$ cat src/rtl/led_fade_driver.sv
// led_fade_driver: per-LED 8-bit PWM with linear fade between off and a
// global brightness, driven from the LED register's on/off word.
module led_fade_driver #(
  parameter int PRESCALE_DIV = 64,
  parameter int FADE_STEP    = 8
) (
  input  logic       PCLK,
  input  logic       PRESETn,
  input  logic       EN,
  input  logic [7:0] LED_IN,
  input  logic [7:0] BRIGHTNESS,
  output logic [7:0] LED_OUT,
  output logic       PERIOD_STROBE
);

  localparam logic [15:0] PRE_MAX = 16'(PRESCALE_DIV - 1);
  localparam logic [8:0]  STEP    = 9'(FADE_STEP);

  logic [15:0] pre;
  logic [7:0]  cnt;
  logic [7:0]  lvl [8];
  logic [7:0]  nxt [8];
  logic        tick;
  logic        pend;

  assign tick = EN && (pre == PRE_MAX);
  assign pend = tick && (cnt == 8'd254);

  // 9-bit compare against the target keeps the step from wrapping or
  // overshooting in either direction.
  function automatic logic [7:0] fade(
    input logic [7:0] l,
    input logic [7:0] t
  );
    logic [8:0] up;
    logic [8:0] dn;
    logic [8:0] lim;
    up  = {1'b0, l} + STEP;
    dn  = {1'b0, l} - STEP;
    lim = {1'b0, t} + STEP;
    fade = l;
    if (STEP == 9'd0) begin
      fade = t;
    end else if (l < t) begin
      fade = (up > {1'b0, t}) ? t : up[7:0];
    end else if (l > t) begin
      fade = ({1'b0, l} <= lim) ? t : dn[7:0];
    end
  endfunction

  always_comb begin
    for (int i = 0; i < 8; i++) begin
      nxt[i] = fade(lvl[i], LED_IN[i] ? BRIGHTNESS : 8'd0);
    end
  end

  always_ff @(posedge PCLK or negedge PRESETn) begin
    if (!PRESETn) begin
      pre           <= '0;
      cnt           <= '0;
      LED_OUT       <= '0;
      PERIOD_STROBE <= 1'b0;
      for (int i = 0; i < 8; i++) lvl[i] <= '0;
    end else if (!EN) begin
      pre           <= '0;
      cnt           <= '0;
      LED_OUT       <= '0;
      PERIOD_STROBE <= 1'b0;
      for (int i = 0; i < 8; i++) lvl[i] <= '0;
    end else begin
      pre <= tick ? 16'd0 : pre + 16'd1;
      if (tick) begin
        cnt <= (cnt == 8'd254) ? 8'd0 : cnt + 8'd1;
      end
      for (int i = 0; i < 8; i++) begin
        if (pend) lvl[i] <= nxt[i];
        LED_OUT[i] <= (cnt < lvl[i]);
      end
      PERIOD_STROBE <= pend;
    end
  end

endmodule

$ cat config.mk
export PLATFORM = sky130hd
export DESIGN_NAME = led_fade_driver
export DESIGN_NICKNAME = d
export VERILOG_FILES = /design/src/rtl/led_fade_driver.sv
export SDC_FILE = /design/constraint.sdc
export NUM_CORES = 1
export LEC_CHECK = 0
export CORE_MARGIN = 5
export CORE_UTILIZATION = 60
export CTS_CLUSTER_DIAMETER = 100
export DETAILED_ROUTE_END_ITERATION = 10
export PLACE_DENSITY = 0.78
export RECOVER_POWER = 25
export SETUP_SLACK_MARGIN = 0.1
export SLEW_MARGIN = 10
export SYNTH_ARGS = -nofsm -noshare
export SYNTH_HDL_FRONTEND = slang
export SYNTH_SLANG_ARGS = --single-unit
$ cat constraint.sdc
create_clock -name PCLK -period 4.65 [get_ports PCLK]
set_input_delay 0.465 -clock PCLK [delete_from_list [all_inputs] [get_ports PCLK]]
set_output_delay 0.465 -clock PCLK [all_outputs]
set_load 0.01 [all_outputs]
# Yosys cells after proc, flatten, opt, wreduce, memory -nomap -nowiden
# Cells that the tools add are included.
[totals] regBits=97 in_bits=19 output_inout_bits=9 wordCells=156
[op_classes] add_sub_neg=26 order_cmp=40 eq_ne=12 n_mux=56 reduce_logical=10
[op_table] op="$mux W8" count=52
[op_table] op="$add A8 B4 Y9 const B" count=16
[op_table] op="$lt A8 B8 Y1" count=16
[op_table] op="$gt A9 B8 Y1" count=8
[op_table] op="$le A8 B9 Y1" count=8
[op_table] op="$gt A8 B8 Y1" count=8
[op_table] op="$mux W64" count=1
[op_table] op="$sub A8 B4 Y8 const B" count=8
[op_table] op="$mux W16" count=2
[op_table] op="$ne A3 B1 Y1 const B" count=8
[op_table] op="$add A16 B1 Y16 const B" count=1
[op_table] op="$eq A16 B6 Y1 const B" count=1
[op_table] op="$reduce_and A2 Y1" count=8
[op_table] op="$add A8 B1 Y8 const B" count=1
[op_table] op="$eq A8 B8 Y1 const B" count=1
[op_table] op="$ne A2 B1 Y1 const B" count=2
[op_table] op="$logic_and A1 B1 Y1" count=2
[op_table] op="$mux W1" count=1

# Logic depth before layout (Yosys ltp)
# Gate-level depths: netlist of the first run.
[depth] depth_word=8 ltp_mapped=14 ltp_nobuf=12

# Worst setup path before layout of the first run
# No wires, ideal clock.
[synth_timing] kind="input port to flip-flop" start="input BRIGHTNESS[4]" end="register lvl[3] (netlist name)" t_arrival_ns=3.112 required_time_ns=4.567 path_slack_ns=1.456 stages=13 n_path_buf=2 path_cell_list="buf_2 > buf_1 > nand2_1 > xnor2_1 > nand2_1 > ha_1 > nand3_1 > nand3_1 > o221ai_1 > a21oi_1 > mux2i_1 > mux2_2 > o21ai_0"
[synth_between] elab_chain_len=8
[synth_lines] item="start, declared" line="11" text="input logic [7:0] BRIGHTNESS,"
[synth_lines] item="$mux W8 *" line="53" text="nxt[i] = fade(lvl[i], LED_IN[i] ? BRIGHTNESS : 8'd0);"
[synth_lines] item="$add A8 B4 Y9" line="40" text="lim = {1'b0, t} + STEP;"
[synth_lines] item="$le A8 B9 Y1" line="47" text="fade = ({1'b0, l} <= lim) ? t : dn[7:0];"
[synth_lines] item="$mux W8" line="47"
[synth_lines] item="$mux W8" line="46" text="end else if (l > t) begin"
[synth_lines] item="$mux W8" line="44" text="end else if (l < t) begin"
[synth_lines] item="$mux W8" line="76" text="if (pend) lvl[i] <= nxt[i];"
[synth_lines] item="$mux W64" line="64" text="end else if (!EN) begin"
[synth_lines] item="end signal, assigned by index" line="76"
[synth_lines] item="end, declared" line="21" text="logic [7:0] lvl [8];"
# Mark *: on every way between the ends. The rest lies on a longest branch, timed or not. The select of a mux whose other input is x is not followed.
# A chain may end at the register's enable or synchronous reset.

# Worst setup path in the final report of the first run
[layout_timing] start="input BRIGHTNESS[6]" end="register lvl[27] (netlist name)"
# The elaborated chain is that of the path after synthesis.

==> impl_metrics.py, run 1 <==
metrics = {
    "yosys": {
        "ys.flop_type": "dfrtp_1",
        "synth_common_cells": "203 x ha_1, 160 x nand2_1, 97 x dfrtp_1",
        "synthTopCellsByArea": "ha_1 22%, dfrtp_1 21%, nand2_1 5.2%",
        "syn_area_sq_um": 11600,
        "synth_edf_count": 0,
        "yosysTopAreaCell": "ha_1",
        "post-synth-top-count-cell": "ha_1",
        "synth_seq_cells": 97,
        "syn_area_per_cell_sq_um": 8.23,
        "netlist_instances": 1404,
        "async_flop_share_pct": 100,
        "syn_nets": 1626,
        "synth_top_cell_area_share_pct": 22.0,
        "ys_seq_area_share_pct": 21.0,
        "ys_warn_count": 0,
        "ys_types": 80,
    },
    "place": {
        "place_hpwl_mm": 25.2,
        "place_area_sq_um": 12200,
        "place.gp.congestion": 0.992,
        "portBuffers": 27,
        "pre_cts_ws_ps": 568,
    },
    "final_layout": {
        "antenna_cells": 0,
        "syn_to_final_growth_pct": 8.40,
        "final_area_sq_um": 12500,
        "n_fill_cell": 1596,
        "multiInputGateArea_sq_um": 8620,
        "seqCellArea_sq_um": 2430,
        "nNetsFinal": 1654,
        "drive_gt1_share_pct": 5.64,
    },
    "drt": {
        "first_pass_iters": 6,
        "wl_per_cell_microns": 20.1,
        "drt-initial-drc-count": 908,
        "vias_per_cell": 6.58,
        "drt-total-wl_mm": 34.2,
        "ant_nets": 0,
        "dr_total_vias": 11200,
        "drc": 0,
    },
    "timing": {
        "skew_ps": 12.8,
        "fin_crit_sh_pct": 83.7,
        "slew_viol_final": 51,
        "period_minus_slack_ps": 3890,
        "tns_ps": 0,
        "hold_viol": 0,
        "setup_ws_ps": 758,
        "max_freq_mhz": 257,
        "slew_headroom_pct": -90.9,
        "grt_setup_unrepaired": "false",
        "setup_viol": 0,
        "tightestPinTransition_ps": 2860,
    },
    "cts": {
        "clk_latency_ps": 370,
        "root_buffer": "clkbuf_16",
        "htree_num_levels": 3,
        "hold_buffers": 0,
        "cts_sinks": 97,
        "numCtsBuffers": 9,
        "cts_tree": "yes",
        "cts-resized-gates": 0,
        "cts.clk_slew.worst_paths_ps": 90,
        "cts.path.max_buffers": 2,
        "cts_setup_buffers": 0,
    },
    "critical_path": {
        "cp-end-kind": "flip-flop",
        "cp_slowest_cell": "clkdlybuf4s50_1",
        "path_buf_inv": 3,
        "arrival_ps": 4180,
        "cpPeakStageDelay_ps": 700,
        "cp_data_required_time_ps": 4930,
        "crit_type": "in -> reg",
        "path_delay_family": "buffers and inverters",
        "setup.worst_path.start_class": "input pin",
        "crit_fanout": 7,
        "crit_chain": "clkdlybuf4s50_1 -> buf_4 -> nand4_1 -> xnor2_1 -> buf_4 -> nand2_1 -> ha_1 -> and3_1 -> nand2_1 -> o32ai_1 -> a21oi_1 -> mux2i_1 -> or3_1 -> o211ai_1",
    },
    "job": {
        "maxCapViolCount": 1,
    },
    "die": {
        "num_io_pins": 28,
        "die_height_microns": 149,
        "num_rows": 50,
        "start_util_pct": 61.4,
        "core-area_sq_um": 18800,
        "die-area_sq_um": 22100,
        "fp.dieW_microns": 149,
    },
    "grt": {
        "grtUsageTotal_pct": 31.1,
        "grt_start_max_net_pins": 51,
        "grt_pass1_vias": 10800,
        "antenna_found_initial": 0,
        "gr-total-overflow": 0,
        "grt_pass1_wl_mm": 55.5,
    },
    "power_and_ir_drop": {
        "ir_drop_v": 0.000184,
        "power_leakage_nw": 5.77,
        "power_density_nw_per_um2": 193,
    },
    "worst_hold_path": {
        "hold_path.class": "reg -> reg",
    },
    "outcome": {
        "violations": "capacitance limit, slew limit",
        "status": "finished, violations left",
    },
}
==> worst reg2reg max path, stage by stage, from the launching register on <==
cell     delay (ps)
dfrtp_1         880
and2_1          250
nand4_1         290
o41ai_4         860
o21ai_1         420
nor3_1          420
a32o_1          230
==> path summary, 6_finish.rpt <==
kind,to,cells past startpoint,from,slack (ps)
min reg2reg,pre[0],1,pre[0],460
min in group asynchronous,lvl[5],1,PRESETn,1000
min,pre[0],1,pre[0],460
max in group asynchronous,PERIOD_STROBE,2,PRESETn,1150
max,lvl[27],14,BRIGHTNESS[6],760
max reg2reg,lvl[10],6,cnt[7],1230
==> layout by cell type, fill, tap and decap left out, types with 19 or more instances in the layout <==
cell type and instances:
nand2_1 160, buf_4 29, xnor2_1 41, xor2_1 35, a21oi_1 68, nand3_1 69, and2_1 27, inv_1 92
clkdlybuf4s50_1 26, o21ai_0 58, dfrtp_1 97, mux2i_1 34, ha_1 203, a21o_1 42, nand2b_1 28, o22ai_1 19
nor2_1 89, nand4_1 20, nor3_1 23
==> flip-flops by register name, summed over array words and instances (netlist names) <==
register / flops
LED_OUT: 8
lvl: 64
pre: 16
PERIOD_STROBE: 1
cnt: 8
==> layer usage <==
| layer | global-route usage, % | up-vias | part of all wire, % |
|---|---|---|---|
| li1 | - | 5252 | - |
| met1 | 42.5 | 5293 | 43 |
| met2 | 49.3 | 497 | 45 |
| met3 | 5.10 | 118 | 8.2 |
| met4 | 12.3 | 0 | 4.0 |
| met5 | 0 | - | 0 |
==> stage by stage <==
step / hold slack (ps) / utilization, % / cells / power (mW)
final: 464 / 66.6 / 1697 / 2.41
after floorplan: 169 / - / 1404 / 1.39
after detailed placement: 452 / 65.0 / 1681 / 1.62
after global placement: 446 / 65.0 / 1681 / 1.60
after CTS: 160 / 66.6 / 1697 / 2.40
after global routing: 497 / 66.6 / 1697 / 2.53
==> area by class of cell <==
class                           count  share of cell area, %
Multi-Input combinational cell   1174                   68.8
Clock inverter                      7                  0.629
Tap cell                          260                   2.60
Timing Repair Buffer               58                   4.04
Sequential cell                    97                   19.4
Clock buffer                        9                   1.80
Inverter                           92                   2.76
==> power breakdown <==
part	switching (mW)	internal (mW)
combinational	0.422	0.298
sequential	0.0261	0.875
clock	0.409	0.384
total	0.857	1.56
==> kinds of logic after synthesis <==
| group | share of synthesized area (%) |
|---|---|
| AOI/OAI and AO/OA | 21.6 |
| xor gates and xnor gates | 5.76 |
| adders and majority gates | 22.0 |
| buffers and inverters | 4.42 |
| DFF | 21.0 |
| muxes | 4.52 |
| and+or+nand+nor | 20.7 |
No activity file was read; power rests on OpenSTA's default activity.
==> inputs of run 2 (changes only) <==
Settings changed: CORE_UTILIZATION 60 to 58.
Clock period 4.65 ns to 3.15 ns, I/O delays scaled along.
==> run 2 against run 1 <==
Compared with the run above: the flow still finishes with violations (capacitance limit, slew limit); first-iteration DRC count up 46%; via count up 9.8%; routed wire length up 11%; count of clock-buffer cells in the layout increased by 1; register-to-register slack got worse by 1100 ps; sequential cell count unchanged; combinational power is 81% higher; critical path depth fell by 2; largest cell class unchanged; largest power group unchanged.
==> impl_metrics.py, run 2 (same netlist as run 1, synthesis figures left out) <==
metrics = {
    "final_layout": {
        "multiInputGateArea_sq_um": 8850,
        "seqCellArea_sq_um": 2430,
        "regMostFlops": "lvl",
        "final_util_pct": 73.3,
        "final_area_sq_um": 14300,
        "final_cell_mix": "222 x buf_4, 198 x ha_1, 157 x nand2_1, 93 x dfrtp_1, 92 x inv_1",
        "largestRegisters": "lvl x64, pre x16",
        "antenna_cells": 0,
        "nNetsFinal": 1853,
        "final_common_cell": "buf_4",
        "n_fill_cell": 1503,
        "largest_reg_flops": 64,
        "drive_gt1_share_pct": 19.7,
        "syn_to_final_growth_pct": 23.9,
    },
    "timing": {
        "slew_viol_final": 56,
        "hold_viol": 0,
        "setup_viol": 0,
        "grt_setup_unrepaired": "true",
        "slew_headroom_pct": -8.46,
        "max_freq_mhz": 333,
        "tightestPinTransition_ps": 1630,
        "fin_crit_sh_pct": 95.4,
        "tns_ps": 0,
        "skew_ps": 10.3,
        "period_minus_slack_ps": 3010,
    },
    "power_and_ir_drop": {
        "combPwrFrac_pct": 34.7,
        "power.internal_mw": 2.46,
        "p_sw_mw": 1.29,
        "pwr-share-clk_pct": 29.9,
        "ir_drop_v": 0.000274,
        "power_frac_seq_pct": 35.4,
        "power_density_nw_per_um2": 262,
        "power_leakage_nw": 6.79,
        "swShare_pct": 34.4,
    },
    "critical_path": {
        "cp-end-kind": "flip-flop",
        "cp_slowest_cell": "clkdlybuf4s50_1",
        "startpoint": "LED_IN[3]",
        "cpPeakStageDelay_ps": 470,
        "crit_type": "in -> reg",
        "reg2reg_to": "lvl[47]",
        "ff2ff_path_depth": 12,
        "crit_fanout": 11,
        "path_buf_inv": 3,
        "arrival_ps": 3270,
        "path_delay_family": "compound AO/OA/AOI/OAI gates",
        "reg2reg_setup_slack_ps": 160,
        "cp_data_required_time_ps": 3410,
        "r2r_start": "lvl[44]",
        "setup.worst_path.start_class": "input pin",
        "crit_chain": "clkdlybuf4s50_1 -> buf_4 -> and2_1 -> inv_1 -> ha_1 -> a21oi_2 -> nor2_1 -> a211oi_2 -> o21a_1 -> mux2_2 -> or3_4 -> o311ai_2",
    },
    "drt": {
        "drc": 0,
        "drt-total-wl_mm": 38.0,
        "first_pass_iters": 6,
        "vias_per_cell": 6.45,
        "ant_nets": 0,
        "dr_total_vias": 12300,
        "drt-initial-drc-count": 1323,
        "wl_per_cell_microns": 20.0,
    },
    "place": {
        "place.gp.congestion": 0.991,
        "portBuffers": 27,
        "place_hpwl_mm": 28.6,
        "place_area_sq_um": 13800,
    },
    "cts": {
        "cts_tree": "yes",
        "hold_buffers": 0,
        "numCtsBuffers": 9,
        "htree_num_levels": 3,
        "cts_sinks": 97,
        "cts.path.max_buffers": 2,
        "cts.clk_slew.worst_paths_ps": 80,
        "root_buffer": "clkbuf_16",
        "clk_latency_ps": 360,
    },
    "job": {
        "maxCapViolCount": 1,
    },
    "die": {
        "core-area_sq_um": 19500,
        "die_height_microns": 151,
        "num_io_pins": 28,
        "die-area_sq_um": 22900,
        "start_util_pct": 59.2,
        "fp.dieW_microns": 151,
        "num_rows": 51,
    },
    "outcome": {
        "status": "finished, violations left",
        "violations": "capacitance limit, slew limit",
    },
    "grt": {
        "antenna_found_initial": 0,
        "grt_pass1_vias": 12100,
        "grtUsageTotal_pct": 33.1,
        "grt_start_max_net_pins": 56,
        "grt_pass1_wl_mm": 60.3,
        "gr-total-overflow": 0,
    },
    "worst_hold_path": {
        "hold_path.class": "in -> async",
    },
}
==> run 2: changes by cell type in the layout (fill, tap and decap cells not counted), sizes merged <==
cell,delta
clkdlybuf4s50,-1
dlymetal6s2s,+1
buf,+200
inv,-3
clkinvlp,+2
==> run 2: layout make-up <==
class	instances	area share [%]
tap	265	2.32
multi-input combinational	1174	61.8
timing repair buffer	257	14.5
sequential	97	17.0
inverter	92	2.41
clock buffer	10	1.67
clock inverter	6	0.297
==> run 2: power groups by stage <==
stage	sequential, mW	clock [mW]	combinational (mW)
after floorplan	1.35	0	0.704
after global placement	1.35	0	1.20
after detailed placement	1.35	0	1.23
after CTS	1.33	1.12	1.25
after global routing	1.33	1.16	1.41
final	1.33	1.12	1.30
==> run 2: worst register-to-register path: stages, from the launching register on <==
cell     delay [ps]
dfrtp_2         440
ha_1            200
nand3_1         130
xnor2_2         180
ha_1            310
a21oi_1         150
nand2_1          80
or4_4           520
a21oi_4         240
buf_4           150
mux2i_1          70
mux2_2          280
o22ai_1         150
==> run 2: repair_timing <==
action,in CTS,in global routing
setup endpoints to repair,5,48
resized for setup,2,53
buffers inserted,0,6
pin swaps,0,11
==> run 2: worst max-delay path by stage <==
stage,end,slack [ps],depth (start not counted)
finish,lvl[32],140,12
detailed placement,lvl[32],-240,12
CTS,lvl[47],120,12
global placement,lvl[19],-170,12
global route,lvl[47],20,12
floorplan,lvl[3],110,13
==> run 2: through the flow <==
| step | total power [mW] | instances | hold WS, ps | setup WS [ps] |
|---|---|---|---|---|
| after floorplan | 2.05 | 1404 | 19.4 | 106 |
| after global placement | 2.55 | 1879 | 445 | -172 |
| after detailed placement | 2.58 | 1879 | 450 | -243 |
| after CTS | 3.69 | 1895 | 75.1 | 118 |
| after global routing | 3.91 | 1901 | 472 | 24.0 |
| final | 3.75 | 1901 | 367 | 144 |
==> run 2: routing by layer <==
layer / share of wire (%) / vias up / track usage [%]
met3: 9.6 / 154 / 4.61
met4: 5.0 / 0 / 17.7
met2: 46 / 687 / 53.7
met5: 0 / - / 0
met1: 39 / 5748 / 42.7
li1: - / 5670 / -
